`src/rtl/arb_pkg.sv`:
```
// Shared types and constants for the memory port arbiter.
// The FSM state type and the port-select encoding live here so that the
// arbiter and anything observing selectOutput agree on the meaning of 0/1.
package arb_pkg;

  typedef enum logic [1:0] {
    IDLE,
    BUSY,
    RESP
  } arb_state_t;

  localparam logic SEL_FETCH = 1'b0;
  localparam logic SEL_DATA  = 1'b1;

endpackage

```
`src/rtl/mem_port_arbiter_mux.sv`:
```
// Generic 2:1 multiplexer used to steer the fetch or data address into the
// arbiter's capture register. choiceInput = 0 picks firstInput.
module Multiplexer #(
  parameter int n = 32
) (
  input  logic [n-1:0] firstInput,
  input  logic [n-1:0] secondInput,
  input  logic         choiceInput,
  output logic [n-1:0] muxOutput
);

  // Pure combinational select between the two sources.
  always_comb begin
    muxOutput = choiceInput ? secondInput : firstInput;
  end

endmodule

```
`src/rtl/mem_port_arbiter.sv`:
```
// mem_port_arbiter: shares one single-ported memory between instruction fetch
// and load/store. One transaction at a time: IDLE -> BUSY (memReq held until
// ack) -> RESP (one-cycle done pulse) -> IDLE. Data wins ties unless fetch has
// been passed over STARVE_LIMIT times in a row.
// Optional feature: define ARB_TIMEOUT_EN to abort a BUSY phase after
// TIMEOUT_CYCLES cycles without ack (done + errorOutput, readData cleared).
module mem_port_arbiter
  import arb_pkg::*;
#(
  parameter int n            = 32,
  parameter int ADDR_W       = 32,
  parameter int STARVE_LIMIT = 4
`ifdef ARB_TIMEOUT_EN
  ,
  parameter int TIMEOUT_CYCLES = 64
`endif
) (
  input  logic              clockInput,
  input  logic              resetInput,
  input  logic              fetchReqInput,
  input  logic [ADDR_W-1:0] fetchAddrInput,
  output logic              fetchDoneOutput,
  input  logic              dataReqInput,
  input  logic              dataWriteInput,
  input  logic [ADDR_W-1:0] dataAddrInput,
  input  logic [n-1:0]      dataWdataInput,
  output logic              dataDoneOutput,
  output logic [n-1:0]      readDataOutput,
  output logic              memReqOutput,
  output logic              memWriteOutput,
  output logic [ADDR_W-1:0] memAddrOutput,
  output logic [n-1:0]      memWdataOutput,
  input  logic              memAckInput,
  input  logic [n-1:0]      memRdataInput,
  output logic              selectOutput,
  output logic              busyOutput,
  output logic              errorOutput
);

  localparam int STARVE_W = $clog2(STARVE_LIMIT + 1);

  arb_state_t          state;
  arb_state_t          nextState;
  logic                anyReq;
  logic                grantData;
  logic                nextSel;
  logic                selReg;
  logic                writeReg;
  logic                timeoutHit;
  logic [ADDR_W-1:0]   steeredAddr;
  logic [ADDR_W-1:0]   addrReg;
  logic [n-1:0]        wdataReg;
  logic [n-1:0]        readDataReg;
  logic [STARVE_W-1:0] starveCnt;

  assign anyReq    = fetchReqInput | dataReqInput;
  // Data takes the port unless fetch is waiting and has hit its starvation limit.
  assign grantData = dataReqInput &
                     ~(fetchReqInput & (starveCnt == STARVE_W'(STARVE_LIMIT)));
  // Only IDLE chooses a new owner; elsewhere the current owner keeps the select.
  assign nextSel   = (state == IDLE) ? (grantData ? SEL_DATA : SEL_FETCH) : selReg;

  Multiplexer #(
    .n (ADDR_W)
  ) addrMux (
    .firstInput  (fetchAddrInput),
    .secondInput (dataAddrInput),
    .choiceInput (nextSel),
    .muxOutput   (steeredAddr)
  );

  // State register; reset aborts any transaction in flight.
  always_ff @(posedge clockInput or posedge resetInput) begin
    if (resetInput) state <= IDLE;
    else            state <= nextState;
  end

  // Next-state logic: any request starts a transaction, ack (or abort) ends BUSY.
  always_comb begin
    nextState = state;
    case (state)
      IDLE:    if (anyReq) nextState = BUSY;
      BUSY:    if (memAckInput || timeoutHit) nextState = RESP;
      RESP:    nextState = IDLE;
      default: nextState = IDLE;
    endcase
  end

  // Output decode: request/write only while BUSY, done pulses go to the owner in RESP.
  always_comb begin
    memReqOutput    = 1'b0;
    memWriteOutput  = 1'b0;
    fetchDoneOutput = 1'b0;
    dataDoneOutput  = 1'b0;
    busyOutput      = (state != IDLE);
    if (state == BUSY) begin
      memReqOutput   = 1'b1;
      memWriteOutput = writeReg;
    end
    if (state == RESP) begin
      fetchDoneOutput = (selReg == SEL_FETCH);
      dataDoneOutput  = (selReg == SEL_DATA);
    end
  end

  // Grant edge: capture owner, address, write data and direction so requesters may move on.
  always_ff @(posedge clockInput or posedge resetInput) begin
    if (resetInput) begin
      selReg   <= SEL_FETCH;
      addrReg  <= '0;
      wdataReg <= '0;
      writeReg <= 1'b0;
    end else if (state == IDLE && anyReq) begin
      selReg   <= nextSel;
      addrReg  <= steeredAddr;
      wdataReg <= grantData ? dataWdataInput : '0;
      writeReg <= grantData & dataWriteInput;
    end
  end

  // Starvation counter: counts data grants that bypassed a waiting fetch.
  always_ff @(posedge clockInput or posedge resetInput) begin
    if (resetInput) begin
      starveCnt <= '0;
    end else if (state == IDLE && anyReq) begin
      if (!grantData)         starveCnt <= '0;
      else if (fetchReqInput) starveCnt <= starveCnt + 1'b1;
    end
  end

  // Read data register: loads and fetches latch memory data on ack; aborts clear it.
  always_ff @(posedge clockInput or posedge resetInput) begin
    if (resetInput) begin
      readDataReg <= '0;
    end else if (state == BUSY) begin
      if (memAckInput) begin
        if (!writeReg) readDataReg <= memRdataInput;
      end else if (timeoutHit) begin
        readDataReg <= '0;
      end
    end
  end

`ifdef ARB_TIMEOUT_EN
  localparam int TIMEOUT_W = $clog2(TIMEOUT_CYCLES + 1);

  logic [TIMEOUT_W-1:0] timeoutCnt;
  logic                 errorReg;

  // Timeout counter: counts cycles spent in BUSY, restarts for every transaction.
  always_ff @(posedge clockInput or posedge resetInput) begin
    if (resetInput)          timeoutCnt <= '0;
    else if (state == BUSY)  timeoutCnt <= timeoutCnt + 1'b1;
    else                     timeoutCnt <= '0;
  end

  assign timeoutHit = (state == BUSY) && !memAckInput &&
                      (timeoutCnt == TIMEOUT_W'(TIMEOUT_CYCLES - 1));

  // Error flag: high exactly during the RESP cycle that follows an abort.
  always_ff @(posedge clockInput or posedge resetInput) begin
    if (resetInput) errorReg <= 1'b0;
    else            errorReg <= timeoutHit;
  end

  assign errorOutput = errorReg;
`else
  assign timeoutHit  = 1'b0;
  assign errorOutput = 1'b0;
`endif

  assign memAddrOutput  = addrReg;
  assign memWdataOutput = wdataReg;
  assign readDataOutput = readDataReg;
  assign selectOutput   = selReg;

endmodule

```
`config.mk`:
```
export PLATFORM = sky130hd
export DESIGN_NAME = mem_port_arbiter
export DESIGN_NICKNAME = d
export VERILOG_FILES = /design/src/rtl/arb_pkg.sv /design/src/rtl/mem_port_arbiter_mux.sv /design/src/rtl/mem_port_arbiter.sv
export SDC_FILE = /design/constraint.sdc
export NUM_CORES = 1
export LEC_CHECK = 0
export ABC_AREA = 1
export CAP_MARGIN = 20
export CORE_ASPECT_RATIO = 2
export CORE_MARGIN = 2
export CORE_UTILIZATION = 36
export CTS_BUF_LIST = sky130_fd_sc_hd__clkbuf_8
export DETAILED_ROUTE_END_ITERATION = 7
export PLACE_DENSITY = 0.8
export SLEW_MARGIN = 0
export SYNTH_ARGS = -nofsm -noshare
export SYNTH_HDL_FRONTEND = slang
export SYNTH_SLANG_ARGS = --single-unit
```
`constraint.sdc`:
```
create_clock -name clockInput -period 3.7 [get_ports clockInput]
set_input_delay 0.37 -clock clockInput [delete_from_list [all_inputs] [get_ports clockInput]]
set_output_delay 0.37 -clock clockInput [all_outputs]
set_load 0.1 [all_outputs]
```
==> summary.txt <==
Run status
  • Status: complete, no violations

Routing
  • Vias per cell: ~4.7
  • Via count: 4525
  • Antenna Nets Post-Route: 0
  • Drt pass-1 iters: 4
  • Drc violations: 0
  • Wire per inst: 14.68 um
  • Detailed Route Iter0 Violations: between 200 and 250
  • Final wirelength: around 14 mm

Clock network
  • Total clock sinks: ~100
  • Setup repair bufs after CTS: 0
  • CTS Buf Count: 9
  • Worst skew pair latency: around 0.37 ns
  • Root Driver: clkbuf_8
  • Hold Buf Count CTS: 0
  • Worst-case clock buffer depth: 2
  • Worst-path clk slew: ~0.090 ns
  • CTS HTree Levels: 3
  • Post-CTS sizing: 0
  • CTS tree: built

Synth
  • Synth unique cells: 23
  • Mux contribution to synthesized area: 0%
  • Synthesized flop and latch total: between 100 and 150
  • Adder-Cell Fraction of Synth Area: less than 1%
  • Post-synthesis xor/xnor area fraction: less than 1%
  • Compound-Gate Fraction of Synth Area: roughly 4.2%
  • Largest family of logic cells by synthesized area: simple AND/OR/NAND/NOR gates
  • Post-synth design cell area: approximately 0.0048 mm2
  • Post-synth top area cell: dfrtp_1
  • Share of the synthesized area in the top cell type: a little over half
  • Syn nets: 730
  • Main area contributors after synthesis: dfrtp_1, nand2_1, nand3_1
  • Syn Inst Count: 594
  • Post-Synth Simple-Gate Area: between 20% and 30%
  • YS warnings: 0
  • Post-synthesis sequential area ratio: a little over half
  • Avg Synthesized Cell Area: about 8 um2

Floorplan
  • Die area: between 0.01 and 0.015 mm2
  • Rows: ~60
  • Die Ht: 166.9 um
  • Initial Util: around 37%
  • Core Region: 0.01299 mm2
  • Die span in x: around 85 um
  • # IOs: 237

Setup path
  • Slowest stage delay, CP: approximately 1.2 ns
  • CP startpoint kind: flip-flop
  • Critical Setup Path Class: reg -> out
  • CP Cell Sequence: inv_1 -> nor3_1 -> clkdlybuf4s50_1
  • Critical Path RT: roughly 3.3 ns
  • CP max FO: 3
  • Critical R2R Capture: memAddrOutput[14]
  • Cells on worst reg2reg path: 7
  • Worst r2r src: state[0]
  • Worst path slowest cell: clkdlybuf4s50_1
  • Reg2reg setup slack: between 1 and 1.5 ns
  • Crit. End Element: output port
  • Arr. time, crit path: roughly 2.2 ns

Place
  • Placer congestion estimate: ~0.84
  • Place WS: approximately 1.3 ns
  • HPWL after DPL: approximately 10 mm
  • PortBufs: ~240

Timing
  • Final period utilization: between 70% and 80%
  • Hold Fails Final Rpt: 0
  • Least-Margin Pin Slew: roughly 1.0 ns
  • Final Slew Violations: 0
  • Worst rel slew slack: 30.42%
  • Final setup margin: about 1.1 ns
  • Crit path time final: ~2.6 ns
  • Max Freq: between 300 and 400 MHz
  • TNS Setup: 0 ns
  • Endpoints failing setup: 0
  • Clock Skew: approximately 0.015 ns
  • RSZ-0062 raised after global routing: no

Global routing
  • Gr usage total: between 20% and 30%
  • Total gr overflow: 0
  • Antenna violations before repair: 0
  • Largest net degree at the start of global routing: 77
  • First-pass GRT wire length: ~23 mm
  • Vias in the first global route: 4523

Finish
  • Area grow syn2layout: 53.51%
  • Antenna diodes: 0
  • Final nets: 950
  • Share of layout cells above drive strength 1: 4.518%

Hold path
  • Worst hold endpoint: readDataOutput[30]
  • Hold wc startpoint: readDataOutput[30]
  • Hold path cells: 2
  • Worst min-delay path class: reg -> reg

Flow run
  • # Max-Cap Violations: 0
==> final cells by class <==
type                       count  area [um2]
fill                        1144        5663
sequential                   103        2577
timing repair buffer         242        2402
multi-input combinational    349        1572
inverter                     109       411.6
tap                          152       190.2
clock buffer                   9       123.9
clock inverter                 7       52.55
==> metrics by stage <==
| stage | util, % | instances | hold slack [ns] | area [um2] |
|---|---|---|---|---|
| 6_report | 56.41 | 971 | 0.4769 | 7330 |
| 3_3_place_gp | 55.06 | 955 | 0.4531 | 7153 |
| 3_5_place_dp | 55.06 | 955 | 0.4573 | 7153 |
| 4_1_cts | 56.41 | 971 | 0.4808 | 7330 |
| 2_1_floorplan | - | 594 | 0.4797 | 4775 |
| 5_1_grt | 56.41 | 971 | 0.4938 | 7330 |
==> how the worst max path moves through the flow <==
stage / from / end / slack, ns / depth (start not counted)
after detailed placement: fetchReqInput / memAddrOutput[23] / 1.25 / 8
after global placement: fetchReqInput / memAddrOutput[13] / 1.30 / 8
after CTS: state[1] / dataDoneOutput / 1.05 / 3
after floorplan: flip-flop / dataDoneOutput / 0.20 / 2
final: state[1] / dataDoneOutput / 1.09 / 3
after global routing: state[1] / dataDoneOutput / 0.97 / 3
==> placed cells by master, fill, tap and decap left out <==
cell	n
buf_4	8
clkbuf_8	9
clkdlybuf4s50_1	234
clkinv_1	1
clkinv_2	2
clkinvlp_4	1
conb_1	1
dfrtp_1	103
ha_1	2
inv_1	103
inv_2	4
inv_4	1
inv_6	4
nand2_1	194
nand2_2	2
nand2_4	1
nand3_1	101
nand3_2	1
nor2_1	2
nor2_4	2
nor2_8	1
nor3_1	2
o21ai_0	7
o21ai_1	31
o21ai_4	1
xor2_1	1
==> registers in the layout (all words and copies together) (netlist names), named ones only <==
signal          cells
memAddrOutput      32
memWdataOutput     32
readDataOutput     32
starveCnt           3
state               2
writeReg            1
==> layer usage <==
layer  wire length [um]  GRT usage, %  vias up
met3                839         4.014       37
met4                684         10.49        0
met1               5127         22.45     2078
met5                  0             0        -
li1                   -             -     2237
met2               7603         35.77      173
==> kinds of logic (layout without fill, tap and decap cells) <==
| group | after synthesis | count (layout) |
|---|---|---|
| adder cells (fa/ha/maj) | 2 | 2 |
| AND/OR/NAND/NOR | 306 | 306 |
| buffers and inverters | 142 | 367 |
| XOR/XNOR | 1 | 1 |
| other | 1 | 1 |
| flip-flops | 103 | 103 |
| AO/OA/AOI/OAI | 39 | 39 |
==> synth_stat cells <==
cell	number
buf_6	7
o21ai_1	31
inv_1	104
o21ai_0	7
nand2_2	2
nand3_1	101
nor2_1	2
ha_1	2
buf_4	8
xor2_1	1
clkinv_1	1
clkbuf_1	4
nand3_2	1
buf_2	14
nand2_4	1
nor2_8	1
inv_2	4
nor2_4	2
dfrtp_1	103
o21ai_2	1
nand2_1	194
conb_1	1
nor3_1	2
==> critical path, delay by kind of cell (launching register included) <==
kind                   cells  cell delay (ns)
flip-flops                 1             0.47
AND/OR/NAND/NOR            1             0.17
buffers and inverters      2             1.25
Power is not shown: default switching activity piles up to over one toggle a cycle in this logic, so the estimate is an artifact.
==> RTL edit, RTL diff (config.mk and constraints unchanged) <==
Build with the macro `ARB_TIMEOUT_EN` defined.
--- a/src/rtl/mem_port_arbiter.sv
+++ b/src/rtl/mem_port_arbiter.sv
@@ -4,6 +4,8 @@
 // been passed over STARVE_LIMIT times in a row.
 // Optional feature: define ARB_TIMEOUT_EN to abort a BUSY phase after
 // TIMEOUT_CYCLES cycles without ack (done + errorOutput, readData cleared).
+`define ARB_TIMEOUT_EN
+
 module mem_port_arbiter
   import arb_pkg::*;
 #(
Function: no difference found for any inputs over 10 cycles, from zero or initial values and one cycle with resetInput high; that may be too few to reach the edited logic, so the function may still have changed.
==> RTL edit against the original RTL <==
Worst setup slack worse by 0.30 ns; synthesized cell count is 6.4% higher; routed wire length is 0.29% higher; via count is 10% higher; cell area is 7.1% higher; die area is 8.2% higher; sequential cell count is 8 higher; area after synthesis is 8.5% higher; largest cell class unchanged.
Power is not shown: default switching activity piles up to over one toggle a cycle in this logic, so the estimate is an artifact.
==> RTL edit: results (changes against the original RTL) <==
* Gr usage total at 0.181 (-0.0217)
* Setup slack, reg-to-reg at 1.13 ns (-0.25 ns)
* Max FO, Critical Path at 37 (+34)
* Vias post-DR at 4998 (+10%)
* Clock latency on the worst-skew pair at 0.36 ns
* First-pass GRT wire length at 22600 um (-0.27%)
* Final Skew at 0.0123 ns (-0.00275 ns)
* Synth Net Count at 769 (+5.3%)
* Origin of the critical flop-to-flop path: state[1]
* Initial antenna violation count at 0 (unchanged)
* GPL Wtd Cong at 0.836 (-0.56%)
* Hold WC Path Type: flip-flop to flip-flop
* Ranking of synthesized cells by area: dfrtp_1 (54%), nand2_1 (12%), nand3_1 (9.7%)
* Main flop type after synthesis: dfrtp_1
* Final HPWL DP at 10100 um (-3.4%)
* Synth Area in Compound Gates at 0.0507 (+0.00906)
* # nets final at 984 (+3.6%)
* Asr flop ratio synth at 1.00 (unchanged)
* Share of the yosys chip area belonging to registers at 0.536 (-0.00360)
* Post-CTS Setup Bufs at 0 (unchanged)
* WHS Path Cells at 1 (-1)
* Hold endpoint: timeoutCnt[0]
* Post_cts resized at 0 (unchanged)
* Hold_sp: timeoutCnt[0]
* # diodes at 0 (unchanged)
* Number of global-route vias before repair at 4763 (+5.3%)
* Filler instances at 1291 (+13%)
* Maximum number of pins on one net before global-route repair at 67 (-13%)
* Synth cell count leaders: nand2_1 (166), dfrtp_1 (111), inv_1 (106)
* Netlist cell types at 25 (+8.7%)
* Post-Synth XOR/XNOR Area at 0.00338 (+0.00155)
* Port Buffers at 236 (+0.43%)
* Post-Synth Adder-Cell Area at 0.00725 (+0.00201)
* R2r endpoint: memAddrOutput[13]
* Slew headroom at 0.308 (+0.00377)
* CTS Buffer Depth at 2 (unchanged)
* Status: finished, final reports clean
* Final wirelength at 14300 um (+0.29%)
* WP data arrival at 2.55 ns (+0.31 ns)
* Root Buffer: clkbuf_8
* Post-synthesis mux area share at 0 (unchanged)
* Worst r2r path cells at 6 (-1)
* Share of cells above drive strength 1 at 0.0563 (+0.0112)
* Drt first-iter violations at 217 (+2.4%)
RTL edit: cell count changes after synthesis, moves of 9 or more:
| cell | before | now |
|---|---|---|
| o21ai_0 | 7 | 28 |
| nand2_1 | 194 | 166 |
| clkbuf_1 | 4 | 13 |
| nand4_1 | 0 | 35 |
| o21ai_1 | 31 | 0 |
| o21ai_2 | 1 | 11 |
RTL edit: final cells by class:
| type | instances | area share |
|---|---|---|
| clock inverters | 7 | 0.00909 |
| flip-flops and latches | 111 | 0.354 |
| well taps | 192 | 0.0306 |
| inverters | 112 | 0.0539 |
| repair buffers | 243 | 0.309 |
| clock buffers | 9 | 0.0158 |
| multi-input cells | 370 | 0.228 |
RTL edit: worst max-delay path: stages (launching register included):
cell,delay [ns]
dfrtp_1,0.48
nor2_8,0.45
clkdlybuf4s50_1,1.24
RTL edit: metal layers:
metal / vias to the layer above / track usage / routed length [um] / share of wire
met5: - / 0 / 0 / 0
met4: 0 / 0.0461 / 181 / 0.013
met3: 14 / 0.0490 / 1370 / 0.096
met2: 243 / 0.285 / 6630 / 0.46
met1: 2323 / 0.245 / 6110 / 0.43
li1: 2418 / - / - / -
RTL edit: cells by family after synthesis:
group / Yosys count
AOI/OAI and AO/OA: 44
xor gates and xnor gates: 2
adders and majority gates: 3
buffers and inverters: 151
DFF: 111
and+or+nand+nor: 321
RTL edit: how the worst max path moves through the flow:
stage	cells past startpoint	to	slack (ns)	start
2_1_floorplan	2	dataDoneOutput	0.20	selectOutput
3_5_place_dp	7	memAddrOutput[26]	0.87	fetchReqInput
6_report	2	memReqOutput	0.78	state[1]
4_1_cts	2	memReqOutput	0.75	state[1]
3_3_place_gp	7	memAddrOutput[29]	0.95	fetchReqInput
5_1_grt	2	memReqOutput	0.70	state[1]
RTL edit: through the flow:
stage	hold slack, ns	instance area [um^2]	utilization	instances	setup slack (ns)
floorplan	0.432	5180	-	632	0.202
finish	0.463	7850	0.553	1044	0.785
detailed placement	0.449	7650	0.539	1028	0.874
global route	0.497	7850	0.553	1044	0.700
CTS	0.466	7850	0.553	1044	0.755
global placement	0.447	7650	0.539	1028	0.954
